`src/rtl/combo_lock_ctrl.sv`:
```
// combo_lock_ctrl
//   Input-side controller for the combination lock. Synchronises and
//   debounces the arm/submit push-buttons, samples the switch code, checks
//   it against the stored passcode and tracks remaining attempts. Drives the
//   status signals consumed by the 7-segment message driver.
//
// Ports
//   clk       in   1       system clock
//   rst_n     in   1       asynchronous active-low reset
//   sw        in   CODE_W  raw switch code (asynchronous)
//   arm_n     in   1       raw push-button, active-low: start session / relock
//   submit_n  in   1       raw push-button, active-low: submit sw as a try
//   en        out  1       1 while a session is in progress (ENTRY)
//   attempts  out  2       tries remaining
//   unlocked  out  1       1 in OPEN
//   denied    out  1       1 in DENIED
//   disp_sel  out  2       0=CLOSED, 1=TRYS REMAINING, 2=OPEN, 3=DENIED
module combo_lock_ctrl #(
  parameter int                CODE_W          = 6,
  parameter logic [CODE_W-1:0] PASSCODE        = 6'b101001,
  parameter int                MAX_ATTEMPTS    = 3,
  parameter int                DEBOUNCE_CYCLES = 1_000_000,
  parameter int                LOCKOUT_CYCLES  = 50_000_000
) (
  input  logic              clk,
  input  logic              rst_n,
  input  logic [CODE_W-1:0] sw,
  input  logic              arm_n,
  input  logic              submit_n,
  output logic              en,
  output logic [1:0]        attempts,
  output logic              unlocked,
  output logic              denied,
  output logic [1:0]        disp_sel
);

  localparam int         DCW     = $clog2(DEBOUNCE_CYCLES + 1);
  localparam int         LCW     = (LOCKOUT_CYCLES > 1) ? $clog2(LOCKOUT_CYCLES) : 1;
  localparam logic [1:0] ATT_MAX = 2'(MAX_ATTEMPTS);
  localparam logic [LCW-1:0] LOCK_LAST = LCW'(LOCKOUT_CYCLES - 1);

  typedef enum logic [1:0] {
    ST_CLOSED = 2'd0,
    ST_ENTRY  = 2'd1,
    ST_OPEN   = 2'd2,
    ST_DENIED = 2'd3
  } state_t;

  // index 0 = arm, index 1 = submit
  logic [1:0] btn_raw;
  logic [1:0] btn_pulse;

  assign btn_raw = {submit_n, arm_n};

  genvar gi;
  generate
    for (gi = 0; gi < 2; gi++) begin : g_deb
      logic           meta_reg;
      logic           sync_reg;
      logic           prev_reg;
      logic           armed_reg;
      logic           pulse_reg;
      logic [DCW-1:0] cnt_reg;
      logic [DCW-1:0] cnt_next;

      // cnt_next = number of consecutive cycles the synced level has held,
      // including the current one; saturates at DEBOUNCE_CYCLES.
      always_comb begin
        cnt_next = cnt_reg;
        if (sync_reg != prev_reg)
          cnt_next = DCW'(1);
        else if (cnt_reg != DCW'(DEBOUNCE_CYCLES))
          cnt_next = cnt_reg + 1'b1;
      end

      always_ff @(posedge clk or negedge rst_n) begin
        if (!rst_n) begin
          meta_reg  <= 1'b1;
          sync_reg  <= 1'b1;
          prev_reg  <= 1'b1;
          armed_reg <= 1'b1;
          pulse_reg <= 1'b0;
          cnt_reg   <= '0;
        end else begin
          meta_reg  <= btn_raw[gi];
          sync_reg  <= meta_reg;
          prev_reg  <= sync_reg;
          cnt_reg   <= cnt_next;
          pulse_reg <= 1'b0;
          // One pulse per press: firing disarms, a stable release re-arms.
          if (cnt_next == DCW'(DEBOUNCE_CYCLES)) begin
            if (!sync_reg && armed_reg) begin
              pulse_reg <= 1'b1;
              armed_reg <= 1'b0;
            end else if (sync_reg && !armed_reg) begin
              armed_reg <= 1'b1;
            end
          end
        end
      end

      assign btn_pulse[gi] = pulse_reg;
    end
  endgenerate

  logic [CODE_W-1:0] sw_meta_reg;
  logic [CODE_W-1:0] sw_sync_reg;

  always_ff @(posedge clk or negedge rst_n) begin
    if (!rst_n) begin
      sw_meta_reg <= '0;
      sw_sync_reg <= '0;
    end else begin
      sw_meta_reg <= sw;
      sw_sync_reg <= sw_meta_reg;
    end
  end

  state_t         state_reg;
  logic [LCW-1:0] lock_cnt_reg;

  // Outputs are assigned alongside every state transition so they always
  // reflect the state register.
  always_ff @(posedge clk or negedge rst_n) begin
    if (!rst_n) begin
      state_reg    <= ST_CLOSED;
      attempts     <= ATT_MAX;
      en           <= 1'b0;
      unlocked     <= 1'b0;
      denied       <= 1'b0;
      disp_sel     <= 2'd0;
      lock_cnt_reg <= '0;
    end else begin
      case (state_reg)
        ST_CLOSED: begin
          if (btn_pulse[0]) begin
            state_reg <= ST_ENTRY;
            en        <= 1'b1;
            disp_sel  <= 2'd1;
          end
        end
        ST_ENTRY: begin
          // arm is ignored here, so a coincident arm pulse is simply dropped
          if (btn_pulse[1]) begin
            if (sw_sync_reg == PASSCODE) begin
              state_reg <= ST_OPEN;
              en        <= 1'b0;
              unlocked  <= 1'b1;
              disp_sel  <= 2'd2;
            end else if (attempts > 2'd1) begin
              attempts <= attempts - 2'd1;
            end else begin
              state_reg    <= ST_DENIED;
              attempts     <= 2'd0;
              en           <= 1'b0;
              denied       <= 1'b1;
              disp_sel     <= 2'd3;
              lock_cnt_reg <= '0;
            end
          end
        end
        ST_OPEN: begin
          if (btn_pulse[0]) begin
            state_reg <= ST_CLOSED;
            unlocked  <= 1'b0;
            disp_sel  <= 2'd0;
            attempts  <= ATT_MAX;
          end
        end
        ST_DENIED: begin
          if (lock_cnt_reg == LOCK_LAST) begin
            state_reg    <= ST_CLOSED;
            denied       <= 1'b0;
            disp_sel     <= 2'd0;
            attempts     <= ATT_MAX;
            lock_cnt_reg <= '0;
          end else begin
            lock_cnt_reg <= lock_cnt_reg + 1'b1;
          end
        end
        default: begin
          state_reg    <= ST_CLOSED;
          attempts     <= ATT_MAX;
          en           <= 1'b0;
          unlocked     <= 1'b0;
          denied       <= 1'b0;
          disp_sel     <= 2'd0;
          lock_cnt_reg <= '0;
        end
      endcase
    end
  end

endmodule
```
`config.mk`:
```
export PLATFORM = sky130hd
export DESIGN_NAME = combo_lock_ctrl
export DESIGN_NICKNAME = d
export VERILOG_FILES = /design/src/rtl/combo_lock_ctrl.sv
export SDC_FILE = /design/constraint.sdc
export NUM_CORES = 1
export LEC_CHECK = 0
export ABC_AREA = 0
export CORE_MARGIN = 5
export CORE_UTILIZATION = 60
export CTS_BUF_LIST = sky130_fd_sc_hd__clkbuf_16
export DETAILED_ROUTE_END_ITERATION = 10
export PLACE_DENSITY_LB_ADDON = 0.25
export RECOVER_POWER = 25
export SYNTH_ARGS = -nofsm -noshare
export SYNTH_HDL_FRONTEND = slang
export SYNTH_SLANG_ARGS = --single-unit
```
`constraint.sdc`:
```
create_clock -name clk -period 5.84 [get_ports clk]
set_input_delay 1.168 -clock clk [delete_from_list [all_inputs] [get_ports clk]]
set_output_delay 1.168 -clock clk [all_outputs]
set_load 0.01 [all_outputs]
```
=== Yosys cells after proc, flatten, opt, wreduce, memory -nomap -nowiden ===
Cells that the tools add are included.

* Bits in latches: 0
* Memory bits (read-only): 0
* RAM bits: 0
* Word-level logic and storage cells: 111
* Memories kept: 0
* Flip-flop bits (word level): 95
* Input port bits: 10

* Add/subtract/negate cells: 4
* Equality and inequality tests: 19
* Multipliers: 0
* Bitwise operators: 0
* Mux-type cells: 44
* Magnitude comparators: 1
* Shift-type cells: 0
* Reduce and logical (&&, ||, !) cells: 23
* Divide/modulo/power cells: 0

{| class="wikitable"
|+ Operator list
! kind !! number
|-
| $mux 26 || 4
|-
| $mux 20 || 4
|-
| $pmux 26 s2 || 1
|-
| $add 20x1->20 const B || 2
|-
| $eq 20x20->1 const B || 2
|-
| $ne 20x20->1 const B || 2
|-
| $add 26x1->26 const B || 1
|-
| $eq 26x26->1 const B || 1
|-
| $mux 2 || 11
|-
| $mux 1 || 19
|-
| $reduce_and 5->1 || 3
|-
| $ne 2x2->1 const B || 7
|-
| $reduce_and 4->1 || 3
|-
| $reduce_bool 2->1 || 5
|-
| $pmux 2 s4 || 1
|-
| $eq 6x6->1 const B || 1
|-
| $pmux 1 s2 || 3
|-
| $pmux 2 s3 || 1
|-
| $eq 2x2->1 const B || 2
|-
| $logic_and 1x1->1 || 4
|-
| $logic_not 1->1 || 4
|-
| $reduce_and 2->1 || 2
|-
| $ne 3x3->1 const B || 1
|-
| $reduce_bool 3->1 || 1
|-
| other kinds (5) || 6
|}

=== Longest topological paths before layout ===
Gate-level depths: netlist (run 1).

* Depth in word-level cells: 5
* Depth in mapped cells: 9

=== Worst setup path before layout (run 1) ===
Ideal clock, no wire load.

* Kind: reg-to-reg
* Start point: register g_deb[0].cnt_reg[1]
* End point: register g_deb[0].armed_reg
* Path slack: 3.187 ns
* Clock period less this slack: 2.653 ns
* Arrival: 2.578 ns
* Library setup time: 0.075 ns
* Stages on the path, launching flop included: 10
* Buffers on the path: 1
* Path through: dfrtp_1 > ha_1 > inv_2 > or4_4 > buf_6 > or3_1 > a211oi_2 > nand4_2 > nor4_2 > mux2i_1

* Word-level cells in the longest chain between the ends: 5

{| class="wikitable"
|+ RTL lines
! what !! line !! RTL
|-
| start: declaration || 63 || <nowiki>logic [DCW-1:0] cnt_reg;</nowiki>
|-
| start signal: assignment || 88 || <nowiki>cnt_reg <= cnt_next;</nowiki>
|-
| $add 20x1->20 / $ne 20x20->1 (equally long branches) || 73, 72 ||
|-
| $mux 20 (*) || 72 || <nowiki>else if (cnt_reg != DCW'(DEBOUNCE_CYCLES))</nowiki>
|-
| $mux 20 (*) || 70 || <nowiki>if (sync_reg != prev_reg)</nowiki>
|-
| $eq 20x20->1 (*) || 91 || <nowiki>if (cnt_next == DCW'(DEBOUNCE_CYCLES)) begin</nowiki>
|-
| $reduce_and 2->1 (no source line) (*) || -- ||
|-
| end signal: assignment || 81 || <nowiki>armed_reg <= 1'b1;</nowiki>
|-
| end signal: assignment || 94 || <nowiki>armed_reg <= 1'b0;</nowiki>
|-
| end signal: assignment || 96 || <nowiki>armed_reg <= 1'b1;</nowiki>
|-
| end: declaration || 61 || <nowiki>logic armed_reg;</nowiki>
|}

Mark *: on every way between the ends. The rest lies on a longest branch, timed or not.
A chain may end at the register's enable or synchronous reset.

==> results of run 1 <==
==> layer usage <==
layer / part of all wire (%) / track usage, %
met1: 45 / 29.0
met2: 49 / 33.0
met4: 1.8 / 9.66
met3: 4.3 / 2.99
met5: 0 / 0
==> cell families (layout without fill, tap and decap cells) <==
| group | count (synthesis) | in the layout | share of synthesized area [%] |
|---|---|---|---|
| AO/OA/AOI/OAI | 68 | 68 | 8.56 |
| XOR/XNOR | 50 | 50 | 9.05 |
| adder cells (fa/ha/maj) | 7 | 7 | 1.81 |
| buffers and inverters | 39 | 53 | 3.52 |
| flip-flops | 95 | 95 | 49.4 |
| multiplexers | 9 | 9 | 1.89 |
| AND/OR/NAND/NOR | 238 | 238 | 25.8 |
==> synth_stat cells (all sizes together) (5+ instances only) <==
master and n:
nand2 41, mux2i 8, nand4 17, nand3 28, nor4 13, dfrtp 85, dfstp 10, ha 7
and4 5, a21oi 18, nor3 19, inv 18, xnor2 27, o31ai 5, or4 6, clkbuf 17
o21ai 28, or3 10, nor4b 5, nand2b 5, nor2 68, xor2 23
==> layout by cell type, fill, tap and decap left out, types with 7 or more instances in the layout <==
| master | Yosys | routed |
|---|---|---|
| dfrtp_1 | 85 | 85 |
| xor2_1 | 23 | 23 |
| clkbuf_16 | 0 | 9 |
| o21ai_0 | 27 | 27 |
| dfstp_2 | 10 | 8 |
| inv_1 | 17 | 17 |
| a21oi_1 | 18 | 18 |
| nor2_1 | 67 | 67 |
| or3_1 | 9 | 9 |
| xnor2_1 | 27 | 27 |
| mux2i_1 | 8 | 8 |
| nor3_1 | 19 | 19 |
| clkdlybuf4s50_1 | 0 | 15 |
| nor4_1 | 12 | 12 |
| ha_1 | 7 | 7 |
| nand2_1 | 41 | 41 |
| nand3_1 | 28 | 28 |
| nand4_1 | 14 | 14 |
==> report_power, final <==
group | leakage (nW) | total (mW) | switching, mW | internal (mW)
Clock | 0.139 | 0.578 | 0.277 | 0.302
Combinational | 0.797 | 0.0966 | 0.0606 | 0.0360
Sequential | 1.25 | 0.695 | 0.0210 | 0.674
Total | 2.19 | 1.37 | 0.358 | 1.01
==> layout make-up <==
cell class,instances,area share (%)
Tap cell,102,2.39
Sequential cell,95,44.8
Multi-Input combinational cell,372,42.7
Clock inverter,7,1.34
Timing Repair Buffer,19,3.24
Inverter,18,1.27
Clock buffer,9,4.22
==> worst min path at each step <==
stage	start	endpoint	slack, ns	cells past startpoint
3_5_place_dp	sw_meta_reg[1]	sw_sync_reg[1]	0.33	0
4_1_cts	sw_meta_reg[1]	sw_sync_reg[1]	0.35	0
5_1_grt	sw_meta_reg[3]	sw_sync_reg[3]	0.36	0
2_1_floorplan	sw_meta_reg[0]	sw_sync_reg[0]	0.33	0
6_report	sw_meta_reg[1]	sw_sync_reg[1]	0.35	0
3_3_place_gp	sw_meta_reg[1]	sw_sync_reg[1]	0.33	0
==> metrics by stage <==
step / util (%) / std cells
floorplan: - / 506
global placement: 64.6 / 606
detailed placement: 64.6 / 606
CTS: 68.4 / 622
global route: 68.3 / 622
finish: 68.3 / 622
==> impl_results.md, run 1 <==
* Final min period at about 3 ns
* Primary FF master, synth: dfrtp_1
* Violated checks: capacitance limit, slew limit
* RR Endpoint: g_deb[0].armed_reg
* Grt ovf at 0
* Final Hold Fails at 0
* Crit end category: async pin
* Root buffer cell: clkbuf_16
* Total GRT Usage at a little over a fifth
* Antenna diodes at 0
* CTS tree: done
* Biggest area consumer among synthesized cells: dfrtp_1
* Vias after detailed routing at between 3000 and 4000
* Setup CP Type: in2async
* Delay-heaviest family, CP: buffers and inverters
* Max reg flops at 40
* Worst path slowest cell: clkbuf_1
* Area of the multi-input gates at about 2300 um^2
* CTS-repair resized insts at 0
* Max-Slew Margin vs Limit at -37.7%
* Synth area leaders: dfrtp_1 (44%), dfstp_2 (5.4%), nor2_1 (5.2%)
* Pleak at approximately 2.2 nW
* CP peak stage delay at around 1.4 ns
* DRC Markers at 0
* F_max at around 0.33 GHz
* Syn Inst Count at between 500 and 600
* Hold slack final at around 0.35 ns
* Die height at 99.8 um
* DRT Pass-1 Iters at 5
* CP Cell Sequence: clkbuf_1 -> buf_4
* Initial Util at 62.0%
* WP depth at 2
* Worst r2r path cells at 8
* Die W at around 100 um
* Maximum vdd ir drop at roughly 0.14 mV
* Status: finished with violations
* Origin of the worst setup path: rst_n
* Worst Skew at 0.00855 ns
* Vias in the first global route at 3653
* Final instance area at 5330 um^2
* Initial antenna violation count at 0
* Dpl cell area at around 5000 um^2
* CTS HTree Levels at 3
* Core area at ~8000 um^2
* Post-synth EDFFs at 0
* Finish-stage setup viols at 0
* WP buf/inv at 2
* Global-route wire length before repair at around 17000 um
* # hold bufs at CTS at 0
* Mean Syn Cell Area at 9.56 um^2
* DRT Wirelength at between 9000 and 10000 um
* Ys Warns at 0
* Setup crit end: g_deb[1].cnt_reg[0]
* Drt first-iter violations at just under 300
* Syn Nets at 523
* FILL cells at around 620
* CTS buffer count at 9
* DIE AREA at approximately 10000 um^2
* Register Area at ~2400 um^2
* Drt wl/cell at around 16 um
* Maxcap violations at 1
* Post-CTS setup buffer count at 0
* Num rows at 32
* Hold Crit Class: reg2reg
* CP Launch Type: input port
* Critical path arrival at 3.44 ns
* Power per cell area at between 200 and 300 nW/um^2
* Pin count of the biggest net entering global routing at between 50 and 60
* Worst slew pin tran at roughly 2.1 ns
* Sequential-to-total area share from yosys stat at a little under 50%
* Share of cells above drive strength 1 at roughly 7.7%
* RSZ-0062 raised after global routing: false
* Slew Viols, Final at 40
* Vias per cell at between 6 and 7
* Port buffer count at 16
* Top-area cell type share of the netlist area at 44.0%
* Post-route ant nets at 0
* Reg2reg start: g_deb[0].cnt_reg[1]
* R2r setup slk at 3.01 ns
* GP Congestion at about 0.86
* Hpwl dp at between 6000 and 7000 um
* Pre-CTS WS at around 3.0 ns
* Synth Register Bits at between 90 and 100
* I/O Pins at 17
* Synth-to-layout area growth at 10.2%
* Clock Sinks at 95
* Crit Path Max Fanout at 57
* Total chip power at between 1 and 1.5 mW
* Netlist Area Pre-Place at around 4800 um^2
* Final setup margin at around 2.8 ns
* Final Cycle Share at 52.1%
* Clock slew at reported path FFs at around 0.07 ns
* Asr flop ratio synth at 100%
* Clock Latency Late Sink at ~0.34 ns
* Net count, final at 532
* Worst Path Required at approximately 6.2 ns
* Synth cell types at 55
* Setup_tns at 0 ns
* Clk buf depth at 2
Power figures use the tool's default switching activity.
==> inputs of run 2 (changes only) <==
- CORE_UTILIZATION: 60 -> 55
- clock period: 5.84 -> 2.75 ns (I/O delays scaled with it)
==> run 2 against run 1 <==
- the flow now finishes without violations
- combinational power grew 150%
- die area rose by 8.2%
- core utilization down 5.1 points
- clock power rose by 110%
- final area grew 2.3%
- sequential share of layout area is 0.98 points lower
- critical path depth is 6 higher
==> impl_results.md, run 2 (synthesis results as in run 1) <==
* Status: finished clean
* CTS HTree Levels at 3
* Critical path arrival at approximately 2.9 ns
* Clk pwr share at roughly two fifths
* R2r setup slk at 0.13 ns
* Register share of total power at between 40% and 50%
* Initial antenna violation count at 0
* F_max at between 0.3 and 0.4 GHz
* Final instance area at ~5500 um^2
* Crit Path Max Fanout at 8
* DRT Pass-1 Iters at 4
* Dpl cell area at 5140 um^2
* Met3 routed WL at 341 um
* Root buffer cell: clkbuf_16
* Drt first-iter violations at 188
* Maxcap violations at 0
* Initial Util at a little under three fifths
* Die W at a little over 100 um
* Clk buf depth at 2
* Worst Path Required at ~3.0 ns
* CTS tree: done
* Max-Slew Margin vs Limit at 23.4%
* Slew Viols, Final at 0
* Final Hold Fails at 0
* Net count, final at around 540
* Port buffer count at 16
* Post-route ant nets at 0
* Num rows at 34
* Commonest cells after routing, fill and taps aside: dfrtp_1 (84), nor2_1 (67), nand2_1 (41)
* Max Used Layer: met4
* DRT Wirelength at about 9400 um
* CP Launch Type: flop
* Clock slew at reported path FFs at 0.08 ns
* Drt wl/cell at roughly 15 um
* DRC Markers at 0
* Total GRT Usage at 18.6%
* Internal power at approximately 2.2 mW
* Setup_tns at 0 ns
* Worst slew pin tran at around 1.1 ns
* Worst Skew at 0.00980 ns
* Pin count of the biggest net entering global routing at 51
* Pleak at approximately 2.3 nW
* Crit end category: flop
* Total chip power at 2.94 mW
* Power per cell area at 538 nW/um^2
* Leading cell type in the layout, fill and taps excluded: dfrtp_1
* CTS buffer count at 9
* Antenna diodes at 0
* Grt ovf at 0
* Vias in the first global route at between 3000 and 4000
* Global-route wire length before repair at around 17000 um
* Finished Core Util at a little over three fifths
* Switch share at roughly a quarter
* GP Congestion at 0.908
* Hpwl dp at ~6700 um
* Final Cycle Share at a little over nine tenths
* Met2 routed WL at 4520 um
* Synth-to-layout area growth at 12.7%
* Max reg flops at 40
* Vias after detailed routing at roughly 3700
* I/O Pins at 17
* Die height at roughly 100 um
* M1 WL at approximately 4400 um
* Vias per cell at ~6
* Finish-stage setup viols at 0
* Clock Latency Late Sink at ~0.35 ns
* DIE AREA at 10800 um^2
* Core area at between 8000 and 9000 um^2
* Setup CP Type: reg2reg
* Logic pwr share at 8.1%
* Share of cells above drive strength 1 at between 10% and 20%
* Final min period at 2.62 ns
* Net Switching at around 0.77 mW
* # hold bufs at CTS at 0
* RSZ-0062 raised after global routing: false
* Clock Sinks at 95
* Hold slack final at about 0.35 ns
* Maximum vdd ir drop at around 0.27 mV
* Hold Crit Class: reg2reg
## run 2: cell count changes in the layout (fill, tap and decap cells not counted), moves of 2 or more
cell	before	now
clkdlybuf4s50_1	15	13
clkbuf_1	2	0
dlygate4sd3_1	0	2
buf_4	2	13
## run 2: worst paths after layout
| check | from | endpoint | depth (start not counted) |
|---|---|---|---|
| setup / recovery | g_deb[0].cnt_reg[0] | g_deb[0].armed_reg | 8 |
| hold / removal | sw_meta_reg[2] | sw_sync_reg[2] | 0 |
| setup reg to reg | g_deb[0].cnt_reg[0] | g_deb[0].armed_reg | 8 |
| hold reg to reg | sw_meta_reg[2] | sw_sync_reg[2] | 0 |
| max in group asynchronous | rst_n | g_deb[1].armed_reg | 2 |
| min in group asynchronous | rst_n | lock_cnt_reg[3] | 1 |
## run 2: routing by layer
metal / track usage [%] / up-vias
met2: 29.8 / 79
met5: 0 / -
met1: 24.8 / 1808
li1: - / 1829
met4: 7.03 / 0
met3: 3.86 / 15
## run 2: worst max-delay path: stages, from the launching register on
cell and delay, ns:
dfrtp_1 0.37, ha_2 0.22, inv_2 0.04, or4_4 0.59, or4_1 0.56, a21oi_2 0.16, nand2_1 0.08, nor4_2 0.28
mux2i_1 0.24
## run 2: stage by stage
stage / cells / setup WS [ns]
2_1_floorplan: 506 / 0.0967
3_3_place_gp: 622 / 0.225
3_5_place_dp: 622 / 0.0977
4_1_cts: 638 / 0.0942
5_1_grt: 639 / 0.0137
6_report: 639 / 0.128
## run 2: layout make-up
class | count | area, um^2
clock buffers | 9 | 225
multi-input cells | 372 | 2290
well taps | 108 | 135
inverters | 18 | 67.6
clock inverters | 7 | 75.1
fillers | 694 | 3180
flip-flops and latches | 95 | 2390
repair buffers | 30 | 273
## run 2: power groups by stage
stage / registers (mW) / logic [mW] / clock network, mW
global route: 1.47 / 0.271 / 1.32
global placement: 1.49 / 0.235 / 0
floorplan: 1.48 / 0.147 / 0
CTS: 1.47 / 0.241 / 1.26
detailed placement: 1.49 / 0.239 / 0
finish: 1.46 / 0.238 / 1.23
## run 2: what timing repair did
action,CTS,global route
endpoints found under the setup margin,0,1
setup buffers,0,1
resized for setup,0,4
==> inputs of run 3 (changes only) <==
- CORE_MARGIN: 5 -> 4
- SKIP_CTS_REPAIR_TIMING: unset -> 1
==> run 3 against run 2 <==
- sequential power about the same
- clock skew down 0.0016 ns
- register-to-register slack about the same
- die area down 3.8%
- via count down 0.99%
- critical path depth down 1
- combinational power up 3%
- clock-buffer cell count unchanged
- critical endpoint unchanged
==> impl_results.md, run 3 (synthesis results as in run 1) <==
* CTS HTree Levels at 3
* RSZ-0062 raised after global routing: false
* Max reg flops at 40
* Vias per cell at 5.81
* Net count, final at about 540
* Core area at between 8000 and 9000 um^2
* Hpwl dp at slightly below 7000 um
* FILL cells at 660
* Critical path arrival at around 2.9 ns
* Clock slew at reported path FFs at around 0.070 ns
* Hold slack final at around 0.35 ns
* Vias after detailed routing at 3694
* I/O Pins at 17
* Synth-to-layout area growth at 12.4%
* Worst Path Required at around 3 ns
* Drt wl/cell at 15.0 um
* Post-route ant nets at 0
* F_max at 0.383 GHz
* Setup CP Type: reg2reg
* Initial antenna violation count at 0
* CTS buffer count at 9
* Dpl cell area at just over 5000 um^2
* Setup_tns at 0 ns
* Final instance area at ~5400 um^2
* Vias in the first global route at roughly 3500
* Antenna diodes at 0
* Clock Sinks at 95
* Max-Slew Margin vs Limit at about a quarter
* Share of cells above drive strength 1 at approximately 10%
* Final Hold Fails at 0
* DRT Pass-1 Iters at 4
* Final Cycle Share at 95.1%
* Total GRT Usage at 19.5%
* Port buffer count at 16
* Leading cell type in the layout, fill and taps excluded: dfrtp_1
* Slew Viols, Final at 0
* Most common cell on crit path: nand4_2
* Pin count of the biggest net entering global routing at between 50 and 60
* Maxcap violations at 0
* DRC Markers at 0
* CP Cell Sequence: nand4_2 -> or4_4 -> or3_1 -> a211oi_2 -> nand4_2 -> nor4_2 -> mux2i_1
* DIE AREA at 10400 um^2
* Num rows at 33
* CP peak stage delay at ~0.6 ns
* CP Launch Type: flop
* Status: finished clean
* Root buffer cell: clkbuf_16
* Clk buf depth at 2
* Drt first-iter violations at around 180
* Finish-stage setup viols at 0
* Hold Crit Class: reg2reg
* CTS tree: done
* Die W at around 100 um
* Clock Latency Late Sink at around 0.33 ns
* DRT Wirelength at between 9000 and 10000 um
* Crit end category: flop
* Worst path slowest cell: or4_4
* Die height at 102 um
* Worst Skew at 0.00823 ns
* WP buf/inv at 0
* Crit Path Max Fanout at 8
* Worst slew pin tran at ~1.1 ns
* Pleak at 2.26 nW
* Initial Util at between 50 and 60%
* Delay-heaviest family, CP: simple AND/OR/NAND/NOR gates
* Commonest cells after routing, fill and taps aside: dfrtp_1 (85), nor2_1 (67), nand2_1 (41)
* Maximum vdd ir drop at ~0.37 mV
* GP Congestion at between 0.8 and 0.9
* Final min period at between 2 and 3 ns
* Global-route wire length before repair at 16400 um
* Power per cell area at roughly 540 nW/um^2
* Grt ovf at 0
run 3: worst paths after layout:
kind	startpoint	to	slack [ns]	depth (start not counted)
worst min-delay path	sw_meta_reg[4]	sw_sync_reg[4]	0.35	0
max in group asynchronous	rst_n	g_deb[1].prev_reg	1.45	2
min in group asynchronous	rst_n	lock_cnt_reg[3]	0.42	1
worst max-delay path	g_deb[0].cnt_reg[6]	g_deb[0].armed_reg	0.14	7
worst max register to register	g_deb[0].cnt_reg[6]	g_deb[0].armed_reg	0.14	7
worst min register to register	sw_meta_reg[4]	sw_sync_reg[4]	0.35	0
run 3: area by class of cell:
class	instances	area, um^2	share of cell area [%]
clock buffer	9	225	4.14
clock inverter	7	72.6	1.33
inverter	18	67.6	1.24
multi-input combinational	372	2280	41.9
sequential	95	2390	43.9
tap	105	131	2.42
timing repair buffer	30	273	5.02
run 3: metal layers:
| metal | track usage, % | up-vias | part of all wire [%] |
|---|---|---|---|
| met3 | 2.69 | 14 | 3.6 |
| met4 | 5.21 | 0 | 1.2 |
| met1 | 27.3 | 1784 | 48 |
| li1 | - | 1820 | - |
| met5 | 0 | - | 0 |
| met2 | 31.9 | 76 | 48 |
run 3: per-stage QoR:
step / power (mW) / cells / setup WS (ns) / util, %
final: 2.92 / 636 / 0.136 / 64.9
after global placement: 1.73 / 620 / 0.220 / 61.4
after detailed placement: 1.73 / 620 / 0.145 / 61.4
after global routing: 3.05 / 636 / 0.0228 / 64.9
after floorplan: 1.63 / 506 / 0.0967 / -
after CTS: 2.95 / 636 / 0.141 / 64.9
run 3: report_power, final:
| group | switching (mW) | total, mW | internal (mW) |
|---|---|---|---|
| sequential | 0.0308 | 1.46 | 1.43 |
| combinational | 0.148 | 0.244 | 0.0957 |
| clock | 0.572 | 1.21 | 0.642 |
| total | 0.751 | 2.92 | 2.17 |
==> patch 1, RTL diff (settings of run 1) <==
Change the parameter `CODE_W` from 6 to 12.
--- a/src/rtl/combo_lock_ctrl.sv
+++ b/src/rtl/combo_lock_ctrl.sv
@@ -17,5 +17,5 @@
 //   disp_sel  out  2       0=CLOSED, 1=TRYS REMAINING, 2=OPEN, 3=DENIED
 module combo_lock_ctrl #(
-  parameter int                CODE_W          = 6,
+  parameter int                CODE_W          = 12,
   parameter logic [CODE_W-1:0] PASSCODE        = 6'b101001,
   parameter int                MAX_ATTEMPTS    = 3,
Interface: changed (resized sw); port bits go from 17 to 23. No check against the original RTL was run, so the function may have changed too.
==> patch 1 against run 1 <==
The flow still finishes with violations (capacitance limit, slew limit); total power rose by 9.2%; count of clock-buffer cells in the layout did not move; via count fell by 0.90%; clock power rose by 7.4%; setup slack got worse by 0.41 ns; core utilization rose by 0.79 points; design area rose by 7.0%; wire length fell by 1.2%; hold slack got worse by 0.0020 ns; combinational power fell by 3.8%; final cell count rose by 2.7%; synthesized area rose by 5.3%; sequential cell count rose by 12.
==> patch 1: results (changes against run 1) <==
- R2r endpoint: lock_cnt_reg[25]$_DFFE_PN0P_ (was g_deb[0].armed_reg$_DFFE_PN1P_)
- # port buffers: 22 (was 16)
- Min-Delay Endpoint: sw_sync_reg[3]$_DFF_PN0_ (was sw_sync_reg[1]$_DFF_PN0_)
- Max-cap violations: 1 (unchanged)
- Vias in the first global route: 3744 (was 3653)
- Total track usage: 20.5% (was 21.0%)
- Share of cells above drive strength 1: 7.68% (was 7.69%)
- Post-synthesis mux area share: 1.20% (was 1.89%)
- Drt first pass iters: 4 (was 5)
- Slowest cell delay on critical path: 1.85 ns (was 1.44 ns)
- Hold path start: sw_meta_reg[3]$_DFF_PN0_ (was sw_meta_reg[1]$_DFF_PN0_)
- Final wirelength: 9730 um (was 9840 um)
- DR WL met2: 4900 um (was 4820 um)
- WL met1: 4320 um (was 4420 um)
- Met2 GRT Util: 33.9% (was 33.0%)
- Fillers: 624 (was 615)
- Leakage power: 0.00242 uW (was 0.00219 uW)
- Status: finished with violations (unchanged)
- Count of final max-slew check failures: 52 (was 40)
- Adder-cell share of the synthesized area: 1.72% (was 1.81%)
- Place WS: 2.73 ns (was 3.00 ns)
- Slew at the pin with the worst max-slew slack: 2.67 ns (was 2.07 ns)
- R2R setup slack: 2.72 ns (was 3.01 ns)
- First-iteration detailed-routing DRC count: 235 (was 297)
- Violations in the final reports: capacitance limit, slew limit (unchanged)
-- patch 1: cell types whose count changed in the layout (fill, tap and decap cells not counted), sizes merged, moves of 8 or more --
| cell | run 1 | this run |
|---|---|---|
| dlygate4sd3 | 0 | 14 |
| dfrtp | 85 | 97 |
| nor3 | 19 | 10 |
| xor2 | 23 | 32 |
| a21oi | 18 | 10 |
| clkdlybuf4s50 | 15 | 7 |
-- patch 1: report_power, final --
| part | switching, uW | total [uW] | internal [uW] |
|---|---|---|---|
| sequential | 21.7 | 783 | 761 |
| clock | 281 | 621 | 340 |
| combinational | 59.3 | 92.9 | 33.5 |
-- patch 1: worst max path at each step --
stage,from,to,slack (ns),depth (start not counted)
final,rst_n,g_deb[0].pulse_reg$_DFF_PN0_,2.38,2
after global routing,rst_n,g_deb[0].cnt_reg[13]$_DFF_PN0_,1.70,2
after CTS,lock_cnt_reg[0]$_DFFE_PN0P_,lock_cnt_reg[25]$_DFFE_PN0P_,2.74,8
after detailed placement,lock_cnt_reg[0]$_DFFE_PN0P_,lock_cnt_reg[25]$_DFFE_PN0P_,2.73,8
after global placement,lock_cnt_reg[0]$_DFFE_PN0P_,lock_cnt_reg[15]$_DFFE_PN0P_,2.88,8
after floorplan,lock_cnt_reg[0]$_DFFE_PN0P_,lock_cnt_reg[16]$_DFFE_PN0P_,3.32,9
-- patch 1: stage by stage --
stage	hold WS, ns	cells	total power, uW	area, um^2
after floorplan	0.331	507	847	5090
after global placement	0.332	623	888	5410
after detailed placement	0.335	623	893	5410
after CTS	0.352	639	1510	5720
after global routing	0.360	639	1570	5710
final	0.349	639	1500	5710
==> patch 2, RTL diff (config.mk and constraints of run 1) <==
Without the edit above. The 4 states of `state_t` get a one-hot encoding in 4 bits.
--- a/src/rtl/combo_lock_ctrl.sv
+++ b/src/rtl/combo_lock_ctrl.sv
@@ -40,9 +40,9 @@
   localparam logic [LCW-1:0] LOCK_LAST = LCW'(LOCKOUT_CYCLES - 1);
 
-  typedef enum logic [1:0] {
-    ST_CLOSED = 2'd0,
-    ST_ENTRY  = 2'd1,
-    ST_OPEN   = 2'd2,
-    ST_DENIED = 2'd3
+  typedef enum logic [3:0] {
+    ST_CLOSED = 4'b0001,
+    ST_ENTRY  = 4'b0010,
+    ST_OPEN   = 4'b0100,
+    ST_DENIED = 4'b1000
   } state_t;
 
Behaviour: same outputs for any inputs over 10 cycles, from zero or initial values and one cycle with rst_n low; not proved beyond that.
==> patch 2 against run 1 <==
The run ends with capacitance limit left; clock power grew 2%; final cell count grew 5.8%; design area grew 5.5%; combinational power grew 0.7%; sequential cell count grew 4; sequential power grew 3.6%; wire length grew 2.9%; synthesized area grew 5.1%; total power grew 2.6%; setup slack lost 0.17 ns; critical path type is now flop to flop.
==> patch 2: results (changes against run 1) <==
- Fillers: 628 (was 615)
- Fraction of registers with async set/reset: 100% (unchanged)
- Vias: 3874 (was 3773)
- Max-cap violations: 1 (unchanged)
- Status: finished with violations (unchanged)
- Top post-synthesis cells by area: dfrtp_1 43%, xnor2_1 6.5%, nor2_1 5.9% (was dfrtp_1 44%, dfstp_2 5.4%, nor2_1 5.2%)
- Finished Layout Cells: 658 (was 622)
- Share of cells above drive strength 1: 7.59% (was 7.69%)
- R2r endpoint: denied$_DFFE_PN0P_ (was g_deb[0].armed_reg$_DFFE_PN1P_)
- Violations in the final reports: capacitance limit (was capacitance limit, slew limit)
- Final wirelength: 10100 um (was 9840 um)
- Net Count, Synth: 550 (was 523)
- Syn avg cell area: 9.54 um^2 (was 9.56 um^2)
- Total track usage: 21.0% (about the same)
- First-pass GRT wire length: 17500 um (was 17100 um)
- Layout Skew: 0.00724 ns (was 0.00855 ns)
- Place WS: 2.66 ns (was 3.00 ns)
- Gpl congestion: 0.935 (was 0.863)
- Placed cells: 642 (was 606)
- Vias in the first global route: 3766 (was 3653)
- R2R setup slack: 2.62 ns (was 3.01 ns)
- Fmax: 0.311 GHz (was 0.329 GHz)
- Pin count of the biggest net entering global routing: 72 (was 58)
- Reg2Reg Launch Point: lock_cnt_reg[9]$_DFFE_PN0P_ (was g_deb[0].cnt_reg[1]$_DFF_PN0_)
- CTS Buf Count: 9 (unchanged)
- DP Area: 5340 um^2 (was 5040 um^2)
- Peak supply drop: 180 uV (was 142 uV)
- Sequential-to-total area share from yosys stat: 49.0% (was 49.4%)
- Synth cell types: 57 (was 55)
- H-tree levels: 3 (unchanged)
- Final nets: 565 (was 532)
- DP HPWL: 6930 um (was 6650 um)
- Met1 usage: 29.0% (about the same)
- Met2 GRT Util: 34.0% (was 33.0%)
- Met3 usage: 3.96% (was 2.99%)
- Hold path start: sw_meta_reg[4]$_DFF_PN0_ (was sw_meta_reg[1]$_DFF_PN0_)
- CP max FO: 17 (was 57)
- Synth top cells by count: 88 x dfrtp_1, 80 x nor2_1, 45 x nand2_1 (was 85 x dfrtp_1, 67 x nor2_1, 41 x nand2_1)
- Cells on worst reg2reg path: 7 (was 8)
-- patch 2: cell count changes after synthesis, moves of 4 or more --
cell and delta:
nand2_1 +4, nand3_1 -4, nand4b_1 +4, nor2_1 +13
nor4_1 -6, or3_1 -4, xnor2_1 +11, xor2_1 -7
-- patch 2: per-layer routing --
layer / up-vias / wire length [um]
li1: 1901 / -
met1: 1860 / 4600
met2: 98 / 4930
met3: 15 / 459
met4: 0 / 138
met5: - / 0
-- patch 2: per-stage QoR --
step | hold WS, ns | total power [uW]
6_report | 0.350 | 1410
5_1_grt | 0.355 | 1460
4_1_cts | 0.351 | 1420
3_5_place_dp | 0.335 | 834
3_3_place_gp | 0.332 | 829
2_1_floorplan | 0.331 | 793
-- patch 2: how the worst max path moves through the flow --
| stage | startpoint | endpoint | cells after the start |
|---|---|---|---|
| final | lock_cnt_reg[9]$_DFFE_PN0P_ | denied$_DFFE_PN0P_ | 7 |
| after global routing | lock_cnt_reg[0]$_DFFE_PN0P_ | denied$_DFFE_PN0P_ | 8 |
| after detailed placement | lock_cnt_reg[9]$_DFFE_PN0P_ | denied$_DFFE_PN0P_ | 7 |
| after floorplan | g_deb[1].cnt_reg[0]$_DFF_PN0_ | g_deb[1].armed_reg$_DFFE_PN1P_ | 9 |
| after global placement | lock_cnt_reg[9]$_DFFE_PN0P_ | denied$_DFFE_PN0P_ | 7 |
| after CTS | lock_cnt_reg[9]$_DFFE_PN0P_ | denied$_DFFE_PN0P_ | 7 |
-- patch 2: cells by family (layout without fill, tap and decap cells) --
kind of cell | after synthesis | count (layout) | synth area share (%)
fa+ha+maj | 8 | 8 | 1.92
mux | 11 | 11 | 2.29
simple gates | 252 | 252 | 26.0
flops | 99 | 99 | 49.0
xor+xnor | 54 | 54 | 9.30
buf+inv | 33 | 53 | 2.49
compound gates | 76 | 76 | 9.01
-- patch 2: final cells by class --
cell class | count | area, um^2 | share of cell area [%]
Timing Repair Buffer | 19 | 169 | 3.00
Clock buffer | 9 | 225 | 4.00
Multi-Input combinational cell | 401 | 2470 | 43.8
Inverter | 18 | 67.6 | 1.20
Tap cell | 105 | 131 | 2.34
Clock inverter | 7 | 73.8 | 1.31
Sequential cell | 99 | 2490 | 44.3
-- patch 2: power breakdown --
part	internal, uW	switching (uW)
combinational	35.2	62.1
clock	304	284
sequential	702	18.6
-- patch 2: worst max-delay path, cell delays in order (launching register included) --
cell and delay, ns:
dfrtp_1 0.42, or4b_1 0.52, nor3_1 0.15, nand4_1 0.14
nand2_1 0.38, inv_1 0.22, nor2_1 0.87, mux2_2 0.42
